$ cat config.mk
export PLATFORM = sky130hd
export DESIGN_NAME = wr_guard_ctrl
export DESIGN_NICKNAME = d
export VERILOG_FILES = /design/src/rtl/wr_guard_ctrl.sv
export SDC_FILE = /design/constraint.sdc
export NUM_CORES = 1
export LEC_CHECK = 0
export ABC_CLOCK_PERIOD_IN_PS = 2800
export BUFFER_PORTS_ARGS = -buffer_cell sky130_fd_sc_hd__buf_4
export CORE_MARGIN = 10
export CORE_UTILIZATION = 50
export CTS_BUF_LIST = sky130_fd_sc_hd__clkbuf_16
export CTS_CLUSTER_SIZE = 16
export DETAILED_ROUTE_END_ITERATION = 10
export GPL_TIMING_DRIVEN = 1
export PLACE_DENSITY_LB_ADDON = 0.1
export SYNTH_ARGS = -nofsm -noshare
export SYNTH_HDL_FRONTEND = slang
export SYNTH_SLANG_ARGS = --single-unit
$ cat constraint.sdc
create_clock -name clk_i -period 2.8 [get_ports clk_i]
set_input_delay 0.7 -clock clk_i [delete_from_list [all_inputs] [get_ports clk_i]]
set_output_delay 0.7 -clock clk_i [all_outputs]
set_load 0.1 [all_outputs]
$ cat src/rtl/wr_guard_ctrl.sv
// rtl/wr_guard_ctrl.sv - write-path recovery sequencer (block AW, drain, reset, recover)
//
// Purpose:
//   Counts outstanding AXI writes from AW/B handshakes. On a fault from the
//   write transaction manager it blocks new AW traffic, waits for in-flight
//   writes to drain (bounded), pulses the subordinate reset and the manager
//   table clear, then keeps the path blocked until software acknowledges
//   (or leaves automatically when AutoRecover=1).
//
// Ports:
//   clk_i, rst_i          clock, asynchronous active-high reset
//   enable_i              fault handling enabled (faults ignored in RUN when 0)
//   timeout_i             soft fault: drain first, then reset
//   reset_req_i           hard fault: reset without draining
//   irq_clr_i             software acknowledge pulse
//   aw_valid_i/aw_ready_i AW handshake
//   b_valid_i/b_ready_i   B handshake
//   block_aw_o            gate AW toward the subordinate
//   rd_rst_o, slv_reset_o table clear / subordinate reset, high in RESET
//   irq_o                 sticky interrupt
//   busy_o                sequencer not in RUN
//   state_o               RUN=0, DRAIN=1, RESET=2, RECOVER=3
//   outstanding_o         live outstanding write count
//   drain_timeout_o       sticky: DRAIN left on budget rather than empty
//   fault_cnt_o           saturating count of accepted faults

module wr_guard_ctrl #(
   parameter int unsigned MaxWrTxns   = 8,
   parameter int unsigned ResetCycles = 16,
   parameter int unsigned DrainBudget = 256,
   parameter bit          AutoRecover = 1'b0
) (
   input  logic                               clk_i,
   input  logic                               rst_i,
   input  logic                               enable_i,
   input  logic                               timeout_i,
   input  logic                               reset_req_i,
   input  logic                               irq_clr_i,
   input  logic                               aw_valid_i,
   input  logic                               aw_ready_i,
   input  logic                               b_valid_i,
   input  logic                               b_ready_i,
   output logic                               block_aw_o,
   output logic                               rd_rst_o,
   output logic                               slv_reset_o,
   output logic                               irq_o,
   output logic                               busy_o,
   output logic [1:0]                         state_o,
   output logic [$clog2(MaxWrTxns+1)-1:0]     outstanding_o,
   output logic                               drain_timeout_o,
   output logic [7:0]                         fault_cnt_o
);

   localparam int unsigned OutW = $clog2(MaxWrTxns + 1);
   localparam int unsigned DrnW = $clog2(DrainBudget + 1);
   localparam int unsigned RstW = $clog2(ResetCycles + 1);

   typedef enum logic [1:0] {
      ST_RUN     = 2'd0,
      ST_DRAIN   = 2'd1,
      ST_RESET   = 2'd2,
      ST_RECOVER = 2'd3
   } state_t;

   state_t            state_q, state_d;
   logic [DrnW-1:0]   drain_cnt_q;
   logic [RstW-1:0]   rst_cnt_q;
   logic [OutW-1:0]   outstanding_q;
   logic              irq_q;
   logic              drain_to_q;
   logic [7:0]        fault_cnt_q;

   logic aw_hs, b_hs, hard_fault, soft_fault;
   logic drain_empty, drain_last, rst_last;
   logic fault_accept, set_drain_to, clear_irq;

   // AW is only counted while the gate is open, i.e. in RUN.
   assign aw_hs       = aw_valid_i & aw_ready_i & (state_q == ST_RUN);
   assign b_hs        = b_valid_i & b_ready_i;
   assign hard_fault  = enable_i & reset_req_i;
   assign soft_fault  = enable_i & timeout_i;
   assign drain_empty = (outstanding_q == '0);
   assign drain_last  = (drain_cnt_q == DrnW'(DrainBudget - 1));
   assign rst_last    = (rst_cnt_q == RstW'(ResetCycles - 1));

   always_comb begin
      state_d      = state_q;
      fault_accept = 1'b0;
      set_drain_to = 1'b0;
      clear_irq    = 1'b0;
      case (state_q)
         ST_RUN: begin
            if (hard_fault) begin
               state_d      = ST_RESET;
               fault_accept = 1'b1;
            end else if (soft_fault) begin
               state_d      = ST_DRAIN;
               fault_accept = 1'b1;
            end else if (irq_clr_i) begin
               clear_irq = 1'b1;
            end
         end
         ST_DRAIN: begin
            // A hard fault cuts the drain short; an empty table beats the
            // budget, so drain_timeout only marks a genuine budget exit.
            if (hard_fault) begin
               state_d      = ST_RESET;
               fault_accept = 1'b1;
            end else if (drain_empty) begin
               state_d = ST_RESET;
            end else if (drain_last) begin
               state_d      = ST_RESET;
               set_drain_to = 1'b1;
            end
         end
         ST_RESET: begin
            if (rst_last) begin
               state_d = ST_RECOVER;
            end
         end
         ST_RECOVER: begin
            clear_irq = irq_clr_i;
            if (AutoRecover || irq_clr_i) begin
               state_d = ST_RUN;
            end
         end
         default: state_d = ST_RUN;
      endcase
   end

   always_ff @(posedge clk_i or posedge rst_i) begin
      if (rst_i) begin
         state_q       <= ST_RUN;
         drain_cnt_q   <= '0;
         rst_cnt_q     <= '0;
         outstanding_q <= '0;
         irq_q         <= 1'b0;
         drain_to_q    <= 1'b0;
         fault_cnt_q   <= '0;
      end else begin
         state_q <= state_d;

         // Phase counters idle at zero so they start from zero on entry.
         drain_cnt_q <= (state_q == ST_DRAIN) ? drain_cnt_q + 1'b1 : '0;
         rst_cnt_q   <= (state_q == ST_RESET) ? rst_cnt_q + 1'b1 : '0;

         if (state_q == ST_RESET) begin
            outstanding_q <= '0;
         end else if (aw_hs && !b_hs && (outstanding_q != OutW'(MaxWrTxns))) begin
            outstanding_q <= outstanding_q + 1'b1;
         end else if (b_hs && !aw_hs && (outstanding_q != '0)) begin
            outstanding_q <= outstanding_q - 1'b1;
         end

         if (fault_accept) begin
            irq_q <= 1'b1;
         end else if (clear_irq) begin
            irq_q <= 1'b0;
         end

         if (set_drain_to) begin
            drain_to_q <= 1'b1;
         end else if (clear_irq) begin
            drain_to_q <= 1'b0;
         end

         if (fault_accept && (fault_cnt_q != 8'hFF)) begin
            fault_cnt_q <= fault_cnt_q + 8'd1;
         end
      end
   end

   assign block_aw_o      = (state_q != ST_RUN);
   assign busy_o          = (state_q != ST_RUN);
   assign rd_rst_o        = (state_q == ST_RESET);
   assign slv_reset_o     = (state_q == ST_RESET);
   assign state_o         = state_q;
   assign irq_o           = irq_q;
   assign outstanding_o   = outstanding_q;
   assign drain_timeout_o = drain_to_q;
   assign fault_cnt_o     = fault_cnt_q;

endmodule

Word-level counts from Yosys, hierarchy flattened:

Index checks and enable logic that the tools add are counted.

* equal/unequal tests: 11
* bitwise operators: 5
* add/subtract/negate cells: 5
* multiplexer cells: 28
* reduce and logical (&&, ||, !) cells: 15

Operator list (number)
* $mux W2: 7
* $mux W1: 13
* $mux W4: 3
* $add A9 B1 Y9 const B: 1
* $eq A9 B8 Y1 const B: 1
* $mux W9: 1
* $add A8 B1 Y8 const B: 1
* $ne A4 B4 Y1 const B: 2
* $ne A8 B8 Y1 const B: 1
* $pmux W2 S4: 1
* $reduce_bool A2 Y1: 3
* $add A5 B1 Y5 const B: 1
* $and A1 B1 Y1: 5
* $eq A5 B4 Y1 const B: 1
* $logic_and A1 B1 Y1: 5
* $mux W5: 1
* $add A4 B1 Y4 const B: 1
* $eq A2 B2 Y1 const B: 2
* $logic_not A4 Y1: 1
* $pmux W1 S2: 2
* $reduce_and A4 Y1: 1
* $reduce_bool A4 Y1: 1
* $sub A4 B1 Y4 const B: 1
* $ne A3 B3 Y1 const B: 1
* 6 further kinds: 7

* bits of input ports: 10
* output and inout port bits: 20
* register bits: 30

Longest topological paths before layout:

* depth in word-level cells: 8
* depth in mapped cells: 10

Least setup slack after synthesis:

OpenSTA, ideal clock, no wires.

* path type: flip-flop to output port
* start point: register state_q[0] (netlist: state_o[0])
* end point: output port busy_o
* path slack: -0.395 ns
* required time: 2.100 ns
* cell stages (with the launch flop): 5
* arrival: 2.495 ns
* path buffers: 1
* path through: dfrtp_1 -> inv_1 -> ha_1 -> inv_1 -> buf_4

* longest elaborated chain between the ends: 1

RTL lines
* from (decl): RTL line 65 `state_t state_q, state_d;`
* from (signal assigned): RTL line 141 `state_q <= state_d;`
* $reduce_bool A2 Y1
* to (decl): RTL line 47 `output logic busy_o,`

No other way between the ends.

Final worst setup path:

* start point: register state_q[0] (netlist: state_o[0])
* end point: register outstanding_q[3] (netlist: outstanding_o[3])

* longest elaborated chain between the ends: 6
* elaborated cells between the ends (all ways): 11

RTL lines
* $logic_not A2 Y1: RTL line 78 `assign aw_hs = aw_valid_i & aw_ready_i & (state_q == ST_RUN);`
* $and A1 B1 Y1: RTL line 78
* $logic_and A1 B1 Y1 or $logic_not A1 Y1 (tied branches): RTL line 149, 151
* $logic_and A1 B1 Y1 (on tied branches): RTL line 149, 151
* $mux W4 or $logic_and A1 B1 Y1 (tied branches): RTL line 149, 151
* $mux W4 or $reduce_bool A3 Y1 (tied branches)
* to (signal assigned): RTL line 150 `outstanding_q <= outstanding_q + 1'b1;`
* to (signal assigned): RTL line 152 `outstanding_q <= outstanding_q - 1'b1;`
* to (decl): RTL line 68 `logic [OutW-1:0] outstanding_q;`

Several ways; a longest one is shown, not always the timed one.
A chain may end at the register's enable or synchronous reset.

==> results.md <==
* FF-to-FF setup slack at between 0.2 and 0.25 ns
* DRC viols at 0
* Fin Clk Skew at 0.00160 ns
* Area of the multi-input gates at 858 um^2
* Synth warn at 0
* Total CTS buffers at 5
* R2R depth at 10
* R2r endpoint: outstanding_o[3]
* I/O Pins at 30
* Synth cell types at 38
* Row count at 21
* Nets at roughly 220
* Min-Delay Path Depth at 1
* Compound-gate portion of the synthesized area at 0.0876
* Top FF cell, synth: dfrtp_1
* Max FO, Critical Path at 8
* WL final at 3.36 mm
* Most frequent cells in the layout: 30 x buf_4, 28 x dfrtp_1, 15 x inv_1
* Crit-path cells: inv_1, ha_1, nand3_2, nand2b_4, a21o_1, ha_1, a21o_1, a21oi_1, mux4_2, nor2_1
* CP Capture Type: flip-flop
* Synth top area share at 0.445
* Postcts setup bufs at 0
* Core footprint at 0.00328 mm^2
* Synthesized area at 0.00169 mm^2
* DP HPWL at 2.54 mm
* Post-synth EDFFs at 0
* Mapped Nets at ~180
* # resized after CTS at 0
* Critical Path AT at roughly 2.8 ns
* Final critical path time including I/O delays and setup at 2.55 ns
* Htree depth at 2
* Clock transition at the registers of the reported paths at 0.05 ns
* Critical setup path kind: flip-flop to flip-flop
* Setup TNS at 0 ns
* Global placer's final weighted congestion at 0.843
* Fill cells at between 200 and 300
* Port bufs at 29
* Reg area at approximately 750 um^2
* Avg WL per Cell at around 14 um
* XOR/XNOR share of the synthesized area at 0.0780
* Synthesized area per cell at 10.5 um^2
* First DRT Iteration DRCs at 39
* Full die area at 0.00609 mm^2
* Number of global-route vias before repair at 1261
* CP bufs+invs at 1
* Hold crit path type: flip-flop to flip-flop
* Period utilization at 0.911
* Placed instance area at 0.00195 mm^2
* Final setup fails at 0
* First-pass GRT wire length at 5.79 mm
* Clock latency on the worst-skew pair at 0.27 ns
* Least-Margin Pin Slew at 0.467 ns
* Max incr delay on CP at 0.43 ns
* CTS tree: built
* Initial core utilization at 0.513
* DIE HEIGHT at 78.1 um
* Area leader, netlist: dfrtp_1
* Post-synthesis mux area share at 0.0549
* Root buffer cell: clkbuf_16
* Crit start category: flip-flop
* DRT Pass-1 Iters at 4
* Design Area, Final at 0.00209 mm^2
* Worst hold endpoint: drain_cnt_q[0]
* ANT cells at 0
* Overflow after GRT at 0
* Antenna violations before repair at 0
* Layout cells sized above 1 at 0.268
* Largest net degree at the start of global routing at 31
* Post-CTS Hold Fix Bufs at 0
* Final Max Tran Viols at 0
* Vias/cell at ~5.1
* F_max at 0.392 GHz
* All-Layer GR Usage at 0.115
* Final Hold Fails at 0
* Main combinational cell family by area after synthesis: simple AND/OR/NAND/NOR gates
* Simple-gate share of the synthesized area at 0.194
* Status: finished, final reports clean
* FF-to-FF Start: state_o[0]
* Vias post-DR at 1216
* Commonest non-fill, non-tap cell in the layout: buf_4
* Final ANT Viol Nets at 0
* #FFs+latches synth at 30
* Sequential share of the synthesized area at 0.445
* Max-slew headroom at 0.688
* Syn-to-layout area delta at 24.1%
* Clk buf depth at 2
* Worst Min Path Start: drain_cnt_q[0]
* Worst-path cell with the longest stage delay: dfrtp_2
* Top cells by area, synth: dfrtp_1 45%, ha_1 8.2%, xor2_1 5.2%, and2_1 3.3%, inv_1 3.3%
* Die width at 78.1 um
* Critical Path RT at 3.00 ns
* CP top delay family: adder cells
* Unrepaired setup endpoints after global routing: false
* Post-synth ARST share at 1.00
* Adder-Cell Fraction of Synth Area at 0.0935
* Max-cap violations at 0
* Cells after synthesis at 160
* Clock Sinks at 30
## cells by family (layout without fill, tap and decap cells)
group           after synthesis  in the layout
simple gates                 58             58
fa+ha+maj                    12             12
xor+xnor                     15             15
buf+inv                      19             53
compound gates               19             19
mux                           7              7
flops                        30             30
## state kept, by name, indices dropped and copies added (netlist names)
signal / flops
rst_cnt_q: 5
fault_cnt_o: 8
state_o: 2
irq_o: 1
drain_timeout_o: 1
outstanding_o: 4
drain_cnt_q: 9
## Yosys cell counts, types with 2 or more instances
master	count
nand3_1	10
ha_1	11
nand2_1	7
dfrtp_1	30
xnor2_1	5
nor3_1	4
and3_1	2
a21o_1	2
clkbuf_1	2
buf_4	2
or3_1	3
nor2b_1	5
o21ai_0	6
nor4_1	3
and2_1	9
a21boi_0	2
nor2_1	9
mux2_2	4
inv_1	15
a21oi_1	2
xor2_1	10
## worst max path at each step
stage	from	end	cells past startpoint
5_1_grt	state_o[0]	outstanding_o[3]	10
4_1_cts	state_o[0]	outstanding_o[3]	10
2_1_floorplan	state_o[0]	busy_o	4
3_3_place_gp	state_o[0]	outstanding_o[3]	10
3_5_place_dp	state_o[0]	outstanding_o[3]	10
6_report	state_o[0]	outstanding_o[3]	10
## worst register-to-register path, delay by kind of cell, from the launching register on
kind	cells	cell delay (ns)
muxes	1	0.32
adders and majority gates	2	0.64
DFF	1	0.43
buffers and inverters	1	0.11
AOI/OAI and AO/OA	3	0.53
and+or+nand+nor	3	0.46
## metrics by stage
| stage | setup slack, ns | hold slack, ns | utilization | std cells |
|---|---|---|---|---|
| global route | 0.0709 | 0.481 | 0.637 | 240 |
| CTS | 0.247 | 0.460 | 0.637 | 240 |
| detailed placement | 0.236 | 0.452 | 0.595 | 232 |
| finish | 0.248 | 0.455 | 0.637 | 240 |
| global placement | 0.413 | 0.449 | 0.595 | 232 |
| floorplan | 0.106 | 0.432 | - | 160 |
## routing by layer
layer | up-vias | track usage | part of all wire
met5 | - | 0 | 0
met4 | 0 | 0.0484 | 0.016
met3 | 6 | 0.0342 | 0.041
met2 | 23 | 0.187 | 0.49
met1 | 580 | 0.139 | 0.45
li1 | 607 | - | -
## layout make-up
type / count / area share
clock buffers: 5 / 0.0598
clock inverters: 3 / 0.00598
inverters: 15 / 0.0287
multi-input cells: 111 / 0.410
flip-flops and latches: 30 / 0.360
well taps: 46 / 0.0275
repair buffers: 30 / 0.108
Power is left out: the tool's default activity adds up to more than one toggle a clock period on the data nets, which glitch-free logic cannot reach.
